**src/rtl/calc_pkg.sv**
```systemverilog
// Shared types for the calculator command driver: operation codes, driver FSM
// states and the default datapath width.
package calc_pkg;

  localparam int CALC_WIDTH = 8;
  localparam int CALC_OP_W  = 2;

  typedef enum logic [1:0] {
    ADD      = 2'b00,
    SUBTRACT = 2'b01,
    OR       = 2'b10,
    EQUALS   = 2'b11
  } calc_op_t;

  typedef enum logic [2:0] {
    IDLE   = 3'd0,
    SETUP  = 3'd1,
    ISSUE  = 3'd2,
    WAIT   = 3'd3,
    RESULT = 3'd4
  } calc_drv_state_t;

endpackage

```
**src/rtl/calc_cmd_fifo.sv**
```systemverilog
// Command FIFO for the calculator driver: DEPTH entries (power of two),
// synchronous active-high reset, push and pop allowed in the same cycle.
module calc_cmd_fifo #(
  parameter int WIDTH = 10,
  parameter int DEPTH = 4
) (
  input  logic             clk,
  input  logic             reset,
  input  logic             push,
  input  logic [WIDTH-1:0] push_data,
  input  logic             pop,
  output logic [WIDTH-1:0] pop_data,
  output logic             full,
  output logic             empty
);

  localparam int AW = $clog2(DEPTH);

  logic [WIDTH-1:0] mem [DEPTH];
  logic [AW-1:0]    wr_ptr;
  logic [AW-1:0]    rd_ptr;
  logic [AW:0]      count;
  logic             push_ok;
  logic             pop_ok;

  assign full    = (count == (AW+1)'(DEPTH));
  assign empty   = (count == '0);
  assign push_ok = push && !full;
  assign pop_ok  = pop && !empty;
  assign pop_data = mem[rd_ptr];

  // Pointers are exactly AW bits wide, so the increment wraps modulo DEPTH.
  always_ff @(posedge clk) begin
    if (reset) begin
      wr_ptr <= '0;
      rd_ptr <= '0;
      count  <= '0;
    end else begin
      if (push_ok) wr_ptr <= wr_ptr + AW'(1);
      if (pop_ok)  rd_ptr <= rd_ptr + AW'(1);
      case ({push_ok, pop_ok})
        2'b10:   count <= count + (AW+1)'(1);
        2'b01:   count <= count - (AW+1)'(1);
        default: count <= count;
      endcase
    end
  end

  always_ff @(posedge clk) begin
    if (push_ok) mem[wr_ptr] <= push_data;
  end

endmodule

```
**src/rtl/calc_cmd_driver.sv**
```systemverilog
// Initiator for the calculator core: buffers (op, operand) commands, drives
// NumIn/OpIn/Enter with one setup cycle, captures NumOut and returns results
// in order. CALC_CMD_FIFO_EN selects a DEPTH-entry FIFO instead of a
// single holding register.
module calc_cmd_driver
  import calc_pkg::*;
#(
  parameter int WIDTH = CALC_WIDTH,
  parameter int DEPTH = 4
) (
  input  logic             clk,
  input  logic             reset,
  input  logic             cmd_valid,
  output logic             cmd_ready,
  input  logic [1:0]       cmd_op,
  input  logic [WIDTH-1:0] cmd_num,
  output logic [WIDTH-1:0] NumIn,
  output logic [1:0]       OpIn,
  output logic             Enter,
  input  logic [WIDTH-1:0] NumOut,
  output logic             res_valid,
  input  logic             res_ready,
  output logic [WIDTH-1:0] res_data,
  output logic [1:0]       res_op,
  output logic             busy
);

  // Handshakes: a transfer happens on a rising edge where valid and ready are
  // both high; valid never waits on ready and is held until the transfer.

  localparam int EW = WIDTH + CALC_OP_W;

  if (DEPTH < 2 || (DEPTH & (DEPTH - 1)) != 0) begin : g_bad_depth
    $error("calc_cmd_driver: DEPTH must be a power of two and at least 2");
  end

  calc_drv_state_t  state;
  calc_drv_state_t  next_state;
  logic             push;
  logic             pop;
  logic             head_valid;
  logic [EW-1:0]    head_data;

  assign push = cmd_valid && cmd_ready;

`ifdef CALC_CMD_FIFO_EN
  logic fifo_full;
  logic fifo_empty;

  calc_cmd_fifo #(.WIDTH(EW), .DEPTH(DEPTH)) u_fifo (
    .clk       (clk),
    .reset     (reset),
    .push      (push),
    .push_data ({cmd_op, cmd_num}),
    .pop       (pop),
    .pop_data  (head_data),
    .full      (fifo_full),
    .empty     (fifo_empty)
  );

  assign cmd_ready  = !fifo_full;
  assign head_valid = !fifo_empty;
`else
  logic          hold_valid;
  logic [EW-1:0] hold_data;

  // A push only lands in IDLE with the register empty, so push and pop never coincide.
  always_ff @(posedge clk) begin
    if (reset) begin
      hold_valid <= 1'b0;
      hold_data  <= '0;
    end else if (push) begin
      hold_valid <= 1'b1;
      hold_data  <= {cmd_op, cmd_num};
    end else if (pop) begin
      hold_valid <= 1'b0;
    end
  end

  assign cmd_ready  = (state == IDLE) && !hold_valid;
  assign head_valid = hold_valid;
  assign head_data  = hold_data;
`endif

  // State register; Enter and res_valid are registered decodes of next_state.
  always_ff @(posedge clk) begin
    if (reset) begin
      state     <= IDLE;
      Enter     <= 1'b0;
      res_valid <= 1'b0;
    end else begin
      state     <= next_state;
      Enter     <= (next_state == ISSUE);
      res_valid <= (next_state == RESULT);
    end
  end

  always_comb begin
    next_state = state;
    case (state)
      IDLE:    if (head_valid) next_state = SETUP;
      SETUP:   next_state = ISSUE;
      ISSUE:   next_state = WAIT;
      WAIT:    next_state = RESULT;
      RESULT:  if (res_ready) next_state = head_valid ? SETUP : IDLE;
      default: next_state = IDLE;
    endcase
  end

  always_comb begin
    pop = 1'b0;
    if (head_valid && ((state == IDLE) || (state == RESULT && res_ready))) pop = 1'b1;
  end

  // Operands load on pop and then hold, including through IDLE.
  always_ff @(posedge clk) begin
    if (reset) begin
      NumIn    <= '0;
      OpIn     <= '0;
      res_data <= '0;
      res_op   <= '0;
    end else begin
      if (pop) {OpIn, NumIn} <= head_data;
      if (state == WAIT) begin
        res_data <= NumOut;
        res_op   <= OpIn;
      end
    end
  end

  assign busy = (state != IDLE) || head_valid;

endmodule

```
**config.mk**
```make
export PLATFORM = sky130hd
export DESIGN_NAME = calc_cmd_driver
export DESIGN_NICKNAME = d
export VERILOG_FILES = /design/src/rtl/calc_pkg.sv /design/src/rtl/calc_cmd_fifo.sv /design/src/rtl/calc_cmd_driver.sv
export SDC_FILE = /design/constraint.sdc
export NUM_CORES = 1
export LEC_CHECK = 0
export CAP_MARGIN = 20
export CORE_MARGIN = 2
export CORE_UTILIZATION = 30
export DETAILED_ROUTE_END_ITERATION = 12
export GPL_TIMING_DRIVEN = 0
export HOLD_SLACK_MARGIN = 0.02
export REMOVE_ABC_BUFFERS = 1
export SETUP_SLACK_MARGIN = 0.4
export SLEW_MARGIN = 40
export SYNTH_ARGS = -nofsm -noshare
export SYNTH_HDL_FRONTEND = slang
export SYNTH_HIERARCHICAL = 1
export SYNTH_SLANG_ARGS = --single-unit
```
**constraint.sdc**
```tcl
create_clock -name clk -period 1.6 [get_ports clk]
set_input_delay 0.48 -clock clk [delete_from_list [all_inputs] [get_ports clk]]
set_output_delay 0.48 -clock clk [all_outputs]
set_load 0.03 [all_outputs]
```
==> qor.yml <==
start_util: 0.312
clock.fmax_ghz: 0.562
fin_area_um2: 2270
rows: 25
synthTopCellsByArea: "dfxtp_1 49%, mux2i_1 14%, nand2b_1 8.9%"
fin_skew_ns: 0.00288
synth-adder-area-share: 0
hold_start: "state[2]"
clkTransAtPathRegs_ns: 0.06
num_antenna_cells: 0
power.density_nw_per_um2: 990
r2r-start: "state[2]"
drive_gt1_frac: 0.482
numCtsBuffers: 5
yosys.area_share.xor_xnor: 0.00595
muxShareOfSynthArea: 0.136
vias: 1199
drc: 0
crit_buf_inv: 3
grt_first_pass_wirelength_um: 5180
grt.total_usage: 0.125
path_delay_family: "flip-flops"
worstPathArrival_ns: 1.30
ant_nets: 0
grt_antenna_before_repair: 0
cp_cell_sequence: "nor4_4, buf_4, inv_2, buf_6"
synth.top_cell.area_share: 0.490
cts-root-buf: "clkbuf_8"
totalWireLength_um: 3400
synthArstFlopShare: 0
hold_viol_final: 0
synth_edf_count: 0
ctsHtreeMaxLevel: 2
p_switching_mw: 0.638
cap_viol_max_count: 0
ys_types: 23
place_worst_setup_slack_ns: -0.871
placed_cell_area_um2: 1920
cp.depth: 4
die_x_um: 74.0
finalNetCount: 223
placement.io_buffers: 45
area_delta_synth_final_pct: 54.2
via_per_inst: 4.51
synth_seq_cells: 36
end_kind: "output port"
clock_latency_ns: 0.28
finalCriticalPeriod_ns: 1.78
synth_top_family_by_area: "simple AND/OR/NAND/NOR gates"
status: "complete, but fails checks"
crit_type: "flip-flop to output port"
rsz0062_at_grt: "true"
fp.dieH_um: 74.0
synth_common_cells: "36 x dfxtp_1, 21 x nand2b_1, 20 x mux2i_1"
crit_path_start_kind: "flip-flop"
setup_viol: 2
fin_hold_ws_ns: 0.466
comb_power_share: 0.302
synth_top_area_cell: "dfxtp_1"
power_mw: 2.25
fin_crit_sh: 1.11
fin_ws_ns: -0.179
cts_buffer_depth: 2
wl_per_cell_um: 12.8
post-dp-hpwl_um: 2020
syn_area_um2: 1470
syn_inst: 136
seqPwrFrac: 0.448
cts_tree: "done"
post-synth-top-count-cell: "dfxtp_1"
slowest_stage: "dfxtp_4"
slew_violations: 0
worstMarginPinSlew_ns: 0.528
core_um2: 4720
drt_iter0_markers: 38
cts_sinks: 36
violations: "negative setup slack"
synth-main-ff-cell: "dfxtp_1"
grt_pass1_vias: 1125
die_area_um2: 5480
relSlewSlack: 0.648
synth_area_per_cell_um2: 10.8
hold_class: "flip-flop to flip-flop"
ys_warn_count: 6
place_congestion: 0.706
max_stage_delay_ns: 0.36
whs_path_depth: 1
grt_max_degree: 47
grt_overflow: 0
ctsHoldBuffers: 0
switching_share: 0.284
worstPathRequired_ns: 1.12
dr.pass1.iters: 4
vdd_drop_max_mv: 0.465
crit_start: "state[2]"
worstPathMaxFanout: 4
reg2reg_depth: 6
clockPowerShare: 0.249
synth_compound_area_frac: 0.0808
p_leak_nw: 1.02
yosys.area_share.simple: 0.229
io-pin-count: 46
intPower_mw: 1.61
yosysSeqAreaShare: 0.490
[layout by cell type (no fill, tap or decap), types with 2 or more instances in the layout]
master	synthesis	layout
buf_6	2	30
dfxtp_2	0	24
nand2b_1	21	21
mux2i_1	20	20
clkdlybuf4s50_1	0	18
buf_4	2	17
nor2_1	12	12
nand4b_1	10	10
o21ai_2	10	10
dfxtp_1	36	10
clkbuf_8	0	5
nand3b_1	2	2
and2_4	1	2
a21oi_1	3	2
dfxtp_4	0	2
[sequential cells by signal, summed over array words and instances (netlist names)]
register    cells
res_data        8
NumIn           8
res_valid       1
OpIn            2
head_valid      1
Enter           1
state           3
head_data      10
res_op          2
[worst paths after layout]
kind | slack (ns) | to
min reg2reg | 0.47 | state[1]
max reg2reg | 0.16 | head_data[7]
min | 0.47 | state[1]
max | -0.18 | busy
[logic make-up (layout without fill, tap and decap cells)]
| family | after synthesis | in the layout |
|---|---|---|
| and+or+nand+nor | 52 | 53 |
| DFF | 36 | 36 |
| muxes | 20 | 20 |
| AOI/OAI and AO/OA | 15 | 15 |
| buffers and inverters | 12 | 74 |
| xor gates and xnor gates | 1 | 1 |
[worst register-to-register path: cells and delay by family, from the launching register on]
kind                   cells  cell delay, ns
AND/OR/NAND/NOR            2            0.51
buffers and inverters      3            0.40
flip-flops                 1            0.36
AO/OA/AOI/OAI              1            0.06
[cell type report]
| class | count | area, um^2 |
|---|---|---|
| fillers | 450 | 2450 |
| repair buffers | 68 | 672 |
| multi-input cells | 89 | 682 |
| inverters | 1 | 3.75 |
| flip-flops and latches | 36 | 758 |
| clock buffers | 5 | 68.8 |
| well taps | 67 | 83.8 |
[timing repair]
| item | 4_1_cts | 5_1_grt |
|---|---|---|
| cloned | 1 | 0 |
| setup endpoints to repair | 58 | 55 |
| pin swaps | 2 | 13 |
| resized for setup | 202 | 8 |
| setup buffers | 14 | 9 |
[per-stage QoR]
stage | util | setup TNS (ns) | instances
4_1_cts | 0.461 | -0.287 | 257
2_1_floorplan | - | -1.40 | 125
5_1_grt | 0.480 | -0.460 | 266
6_report | 0.480 | -0.292 | 266
3_5_place_dp | 0.406 | -8.49 | 237
3_3_place_gp | 0.407 | -20.60 | 237
[power by group through the flow]
stage / combinational [mW] / clock, mW / sequential, mW
floorplan: 0.251 / 0 / 1.04
global placement: 0.460 / 0 / 1.01
detailed placement: 0.467 / 0 / 1.02
CTS: 0.598 / 0.585 / 1.01
global route: 0.727 / 0.618 / 1.01
finish: 0.679 / 0.560 / 1.01
[per-layer routing]
metal	global-route usage	up-vias	wire [um]	part of all wire
li1	-	596	-	-
met1	0.148	556	1490	0.44
met2	0.214	43	1610	0.47
met3	0.0461	4	274	0.081
met4	0.0303	0	27	0.0079
met5	0	-	0	0
Power figures use the tool's default switching activity.
